### src/rtl/max7219_pkg.sv
// Shared types and constants for the MAX7219 display path.
// Contents: controller state encoding, per-device byte/bit counts, index-width helper.
// Used by max7219_frame_arbiter; no ports.
package max7219_pkg;

    // One MAX7219 device is driven with four bytes of frame data.
    localparam int BYTES_PER_DEVICE = 4;
    localparam int BITS_PER_DEVICE  = 8 * BYTES_PER_DEVICE;

    typedef enum logic [1:0] {
        IDLE = 2'd0,
        PUSH = 2'd1,
        HOLD = 2'd2
    } state_t;

    // Width of an index into n items; never narrower than one bit.
    function automatic int idx_width(input int n);
        return (n > 1) ? $clog2(n) : 1;
    endfunction

endpackage

### src/rtl/rr_arbiter.sv
// Combinational round-robin arbiter: the first request after base wins, with wrap.
// Ports: req (requests), base (last winner), mask_base (exclude base from the search),
//        grant (one-hot), grant_idx (winner index), any (some request won).
module rr_arbiter #(
    parameter  int N  = 2,
    localparam int IW = (N > 1) ? $clog2(N) : 1
) (
    input  logic [N-1:0]  req,
    input  logic [IW-1:0] base,
    input  logic          mask_base,
    output logic [N-1:0]  grant,
    output logic [IW-1:0] grant_idx,
    output logic          any
);

    // Visit base+1, base+2, ... wrapping round; base itself is the last
    // candidate, and is skipped entirely when mask_base is set.
    always_comb begin
        int idx;
        grant     = '0;
        grant_idx = '0;
        any       = 1'b0;
        idx       = 0;
        for (int i = 1; i <= N; i++) begin
            idx = int'(base) + i;
            if (idx >= N) idx = idx - N;
            if (!any && req[idx] && !(mask_base && (idx == int'(base)))) begin
                any        = 1'b1;
                grant[idx] = 1'b1;
                grant_idx  = IW'(idx);
            end
        end
    end

endmodule

### src/rtl/max7219_frame_arbiter.sv
// Shares one cascaded MAX7219 display between NUM_REQ frame producers with round-robin
// arbitration and a minimum per-owner hold time; the winner's frame is latched and handed
// on over valid/ready. Ports: clk, reset_sw (async, active-high), req_valid/req_frame/
// req_ready (producers), frame/frame_valid/frame_ready (display), owner, hold_active.
module max7219_frame_arbiter
    import max7219_pkg::*;
#(
    parameter  int NUM_CASCADES = 4,
    parameter  int NUM_REQ      = 2,
    parameter  int HOLD_CYCLES  = 27_000_000,
    localparam int FB           = BITS_PER_DEVICE * NUM_CASCADES,
    localparam int NB           = BYTES_PER_DEVICE * NUM_CASCADES,
    localparam int OW           = idx_width(NUM_REQ),
    localparam int CW           = idx_width(HOLD_CYCLES)
) (
    input  logic                  clk,
    input  logic                  reset_sw,
    input  logic [NUM_REQ-1:0]    req_valid,
    input  logic [NUM_REQ*FB-1:0] req_frame,
    output logic [NUM_REQ-1:0]    req_ready,
    output logic [7:0]            frame [NB],
    output logic                  frame_valid,
    input  logic                  frame_ready,
    output logic [OW-1:0]         owner,
    output logic                  hold_active
);

    localparam logic [OW-1:0] LAST_IDX  = OW'(NUM_REQ - 1);
    localparam logic [CW-1:0] HOLD_INIT = CW'(HOLD_CYCLES - 1);

    state_t              state, state_nxt;
    logic [CW-1:0]       hold_cnt;
    logic [NUM_REQ-1:0]  arb_grant;
    logic [OW-1:0]       arb_idx;
    logic [OW-1:0]       arb_base;
    logic                arb_any;
    logic                arb_mask;
    logic                load;
    logic                reload;
    logic [OW-1:0]       load_idx;
    logic [FB-1:0]       load_bits;

    // Before the first grant the search starts just after NUM_REQ-1, i.e. at
    // requester 0. In HOLD the arbiter only ever picks a non-owner; the owner's
    // own updates are handled separately below.
    assign arb_base = (state == IDLE) ? LAST_IDX : owner;
    assign arb_mask = (state == HOLD);

    rr_arbiter #(.N(NUM_REQ)) u_rr (
        .req       (req_valid),
        .base      (arb_base),
        .mask_base (arb_mask),
        .grant     (arb_grant),
        .grant_idx (arb_idx),
        .any       (arb_any)
    );

    always_comb begin
        state_nxt = state;
        load      = 1'b0;
        reload    = 1'b0;
        load_idx  = owner;
        req_ready = '0;
        // Gated by reset so no producer sees a handshake while the block is held in reset.
        if (!reset_sw) begin
            case (state)
                IDLE: begin
                    if (arb_any) begin
                        load      = 1'b1;
                        reload    = 1'b1;
                        load_idx  = arb_idx;
                        req_ready = arb_grant;
                        state_nxt = PUSH;
                    end
                end
                PUSH: begin
                    if (frame_ready) state_nxt = HOLD;
                end
                HOLD: begin
                    // After expiry a waiting non-owner beats an owner update.
                    if ((hold_cnt == '0) && arb_any) begin
                        load      = 1'b1;
                        reload    = 1'b1;
                        load_idx  = arb_idx;
                        req_ready = arb_grant;
                        state_nxt = PUSH;
                    end else if (req_valid[owner]) begin
                        load            = 1'b1;
                        req_ready[owner] = 1'b1;
                        state_nxt       = PUSH;
                    end
                end
                default: state_nxt = IDLE;
            endcase
        end
    end

    assign load_bits = req_frame[int'(load_idx) * FB +: FB];

    always_ff @(posedge clk or posedge reset_sw) begin
        if (reset_sw) begin
            state    <= IDLE;
            owner    <= '0;
            hold_cnt <= '0;
            for (int k = 0; k < NB; k++) frame[k] <= 8'h00;
        end else begin
            state <= state_nxt;
            if (load) begin
                owner <= load_idx;
                // Most significant byte of a producer's word goes to frame[0].
                for (int k = 0; k < NB; k++) frame[k] <= load_bits[FB - 1 - 8 * k -: 8];
            end
            // Owner updates do not reload, so the hold is measured from the grant.
            if (reload) begin
                hold_cnt <= HOLD_INIT;
            end else if ((state != IDLE) && (hold_cnt != '0)) begin
                hold_cnt <= hold_cnt - CW'(1);
            end
        end
    end

    assign frame_valid = (state == PUSH);
    assign hold_active = (state != IDLE) && (hold_cnt != '0);

endmodule

### config.mk
export PLATFORM = sky130hd
export DESIGN_NAME = max7219_frame_arbiter
export DESIGN_NICKNAME = d
export VERILOG_FILES = /design/src/rtl/max7219_pkg.sv /design/src/rtl/rr_arbiter.sv /design/src/rtl/max7219_frame_arbiter.sv
export SDC_FILE = /design/constraint.sdc
export NUM_CORES = 1
export LEC_CHECK = 0
export BUFFER_PORTS_ARGS = -buffer_cell sky130_fd_sc_hd__buf_2
export CELL_PAD_IN_SITES_DETAIL_PLACEMENT = 1
export CELL_PAD_IN_SITES_GLOBAL_PLACEMENT = 1
export CORE_ASPECT_RATIO = 1.25
export CORE_MARGIN = 2
export CORE_UTILIZATION = 29
export CTS_CLUSTER_SIZE = 12
export DETAILED_ROUTE_END_ITERATION = 8
export GPL_ROUTABILITY_DRIVEN = 0
export MAX_ROUTING_LAYER = met4
export PLACE_DENSITY_LB_ADDON = 0.08
export SLEW_MARGIN = 20
export SYNTH_ARGS = -nofsm -noshare
export SYNTH_HDL_FRONTEND = slang
export SYNTH_SLANG_ARGS = --single-unit
### constraint.sdc
create_clock -name clk -period 5.2 [get_ports clk]
set_input_delay 0.52 -clock clk [delete_from_list [all_inputs] [get_ports clk]]
set_output_delay 0.52 -clock clk [all_outputs]
set_load 0.005 [all_outputs]
==> results by group <==
Status
  • Run status: completed

Clock tree
  • Maximum level of the CTS H-tree: 4
  • Worst skew pair latency: 0.43 ns
  • CTS tree: built
  • Post-CTS sizing: 0
  • Hold buffer count at CTS: 0
  • Clk Tree Root Cell: clkbuf_16
  • Total number of clock tree sinks: 156
  • TritonCTS Buffers: 17
  • Longest Clk Path Bufs: 2
  • Clk pin slew, worst setup/hold paths: 0.06 ns
  • Post-CTS setup buffer count: 0

STA
  • Setup Viol. Count Final: 0
  • Slew of the pin with the lowest slew margin: 0.8484 ns
  • Clock Skews: 0.01212 ns
  • Tightest slew margin relative to the limit: 0.4344
  • Unrepaired setup endpoints after global routing: no
  • Number of max-slew violations in the final report: 0
  • Max frequency: 289.3 MHz
  • Final Hold Vio Count: 0
  • Setup_tns: 0 ns
  • Final Cycle Share: 0.6647
  • Final critical path time including I/O delays and setup: 3.456 ns

Cells and area
  • Final non-filler cell total: 1456
  • Flip-flop and latch area: 3904 um2
  • Final core area utilization: 0.4068
  • Layout overhead on the synthesized area: 37.29%
  • Ratio of cells with drive above 1 in the final layout: 0.3948
  • NumNets Final: 1367
  • Count of filler cells inserted in the layout: 3058
  • Multi-input combinational cell area: 3319 um2

Drt
  • Number of nets with antenna violations after detailed routing: 0
  • Number of iterations in the first detailed-routing pass: 4
  • Wire per inst: 17.90 um
  • Wire length after detailed routing: 26060 um
  • Number of DRC markers in iteration 0: 234
  • Number of design rule violations left after detail routing: 0
  • Via Count: 6728
  • Avg Vias per Cell: 4.621

Critical path
  • WS Path Type: register to primary output
  • Flop-to-flop setup slack: 2.15 ns
  • Required time at the endpoint of the critical path: 4.68 ns
  • Arrival time of data at the critical path endpoint: 2.94 ns
  • Crit-path max FO: 17
  • Worst Setup Start Kind: register
  • Nature of the critical path endpoint: primary output

Synth
  • Count of unique library cells instantiated by Yosys: 40
  • Cell type contributing the most total cell area after synthesis: dfrtp_1
  • Post-Syn Area per Cell: 10.20 um2
  • Post-synthesis cell area: 7518 um2
  • Post-synthesis cell count: 737
  • Most frequent cell after synthesis: dfrtp_1
  • Area fraction of the dominant cell type after synthesis: 0.5192
  • Biggest area contributors in the synthesized netlist: dfrtp_1 52%, mux2i_1 17%, nand2_1 7.6%, o21ai_1 7.3%, buf_6 1.9%
  • Proportion of register bits with asynchronous set or reset after synthesis: 1.000
  • Post-synth EDFFs: 0
  • Most common flop cell mapped by yosys: dfrtp_1
  • Syn Nets: 999
  • Sequential share of the synthesized area: 0.5192
  • Yosys Warn Count: 0
  • Most common library cells after synthesis: 156 x dfrtp_1, 153 x nand2_1, 129 x mux2i_1
  • Count of state elements after synthesis: 156

Place
  • Placed cell count: 1421
  • HPWL after detailed placement: 20010 um
  • Quantity of I/O buffers inserted on ports: 393

Power
  • Static leakage: 0.005093 uW
  • Total power: 5590 uW
  • Worst IR drop on VDD: 0.2395 mV
  • Total power divided by cell area: 541.5 nW/um2

Die
  • Die H: 184.0 um
  • Die ar.: 27240 um2
  • DIE WIDTH: 148.0 um
  • Starting Density: 0.2963
  • # rows: 65
  • Standard cell core area: 25370 um2
  • I/O Pins: 394

Global route
  • Maximum number of pins on one net before global-route repair: 186
  • Grt ovf: 0
  • Overall global routing resource usage: 0.1967
  • Number of antenna violations at the first check in global routing: 3
  • Via count of the first global-routing pass: 7074
  • Wire length of the first global-routing pass: 39530 um

Job
  • Max-cap viol count: 0

Worst hold path
  • HP Class: input port to asynchronous set/reset pin
-- sequential cells by signal (all words and copies together) (netlist names), named ones only --
signal / count
frame: 128
state: 2
hold_cnt: 25
-- worst max-delay path, cell delays in order, from the launching register on --
cell	delay [ns]
dfrtp_1	0.44
or4_4	0.61
or4_4	0.54
o21ai_2	0.62
inv_1	0.13
buf_2	0.16
-- placed cells by master, fill, tap and decap left out, drive strengths merged, types with 3 or more instances in the layout --
master	n
buf	399
nand3	7
nor4	7
nor3	12
dfrtp	156
inv	7
a2111oi	4
a21oi	8
or2	3
or3	10
bufinv	3
nand2b	3
o211ai	4
a211oi	5
diode	4
nor2	9
clkbuf	18
nand2	153
mux2i	129
xor2	3
clkinv	6
xnor2	16
o21ai	138
-- per-stage QoR --
stage                     instance area (um2)  setup WS (ns)  hold slack (ns)
after floorplan                          7518         0.4413           0.4733
after detailed placement                 9716          2.170           0.4654
final                                   10320          1.744           0.1632
after global placement                   9716          2.204           0.4595
after global routing                    10320          1.543           0.2047
after CTS                               10310          1.690           0.1791
-- metal layers --
metal	global-route usage	wire (um)
met1	0.2090	9767
met3	0.06055	1739
met4	0.07352	672
met2	0.3435	13880
met5	-	0
-- layout make-up --
type	count	area share
antenna	4	0.0009697
clock buffer	18	0.04158
clock inverter	13	0.01624
inverter	5	0.002303
multi-input combinational	526	0.3216
sequential	156	0.3782
tap	335	0.04061
timing repair buffer	399	0.1985
-- worst paths after layout --
kind | end | start | cells past startpoint
max | hold_active | hold_cnt[9]$_DFFE_PP0P_ | 5
min | state[1]$_DFFE_PP0P_ | reset_sw | 2
max reg2reg | frame[59]$_DFFE_PP0P_ | hold_cnt[16]$_DFFE_PP0P_ | 7
min reg2reg | frame[87]$_DFFE_PP0P_ | frame[87]$_DFFE_PP0P_ | 2
max in group asynchronous | frame[108]$_DFFE_PP0P_ | reset_sw | 3
min in group clk | frame[121]$_DFFE_PP0P_ | req_frame[121] | 3
-- logic make-up after synthesis --
group | share of synthesized area
AND/OR/NAND/NOR | 0.1223
AO/OA/AOI/OAI | 0.1217
flip-flops | 0.5192
multiplexers | 0.1717
buffers and inverters | 0.04127
XOR/XNOR | 0.02213
adder cells (fa/ha/maj) | 0.001664
-- power breakdown --
group | switching (uW) | total [uW] | internal (uW)
combinational | 1300 | 2310 | 1010
clock | 527 | 1280 | 756
sequential | 278 | 1990 | 1710
total | 2110 | 5590 | 3480
(Power assumes the default switching activity.)
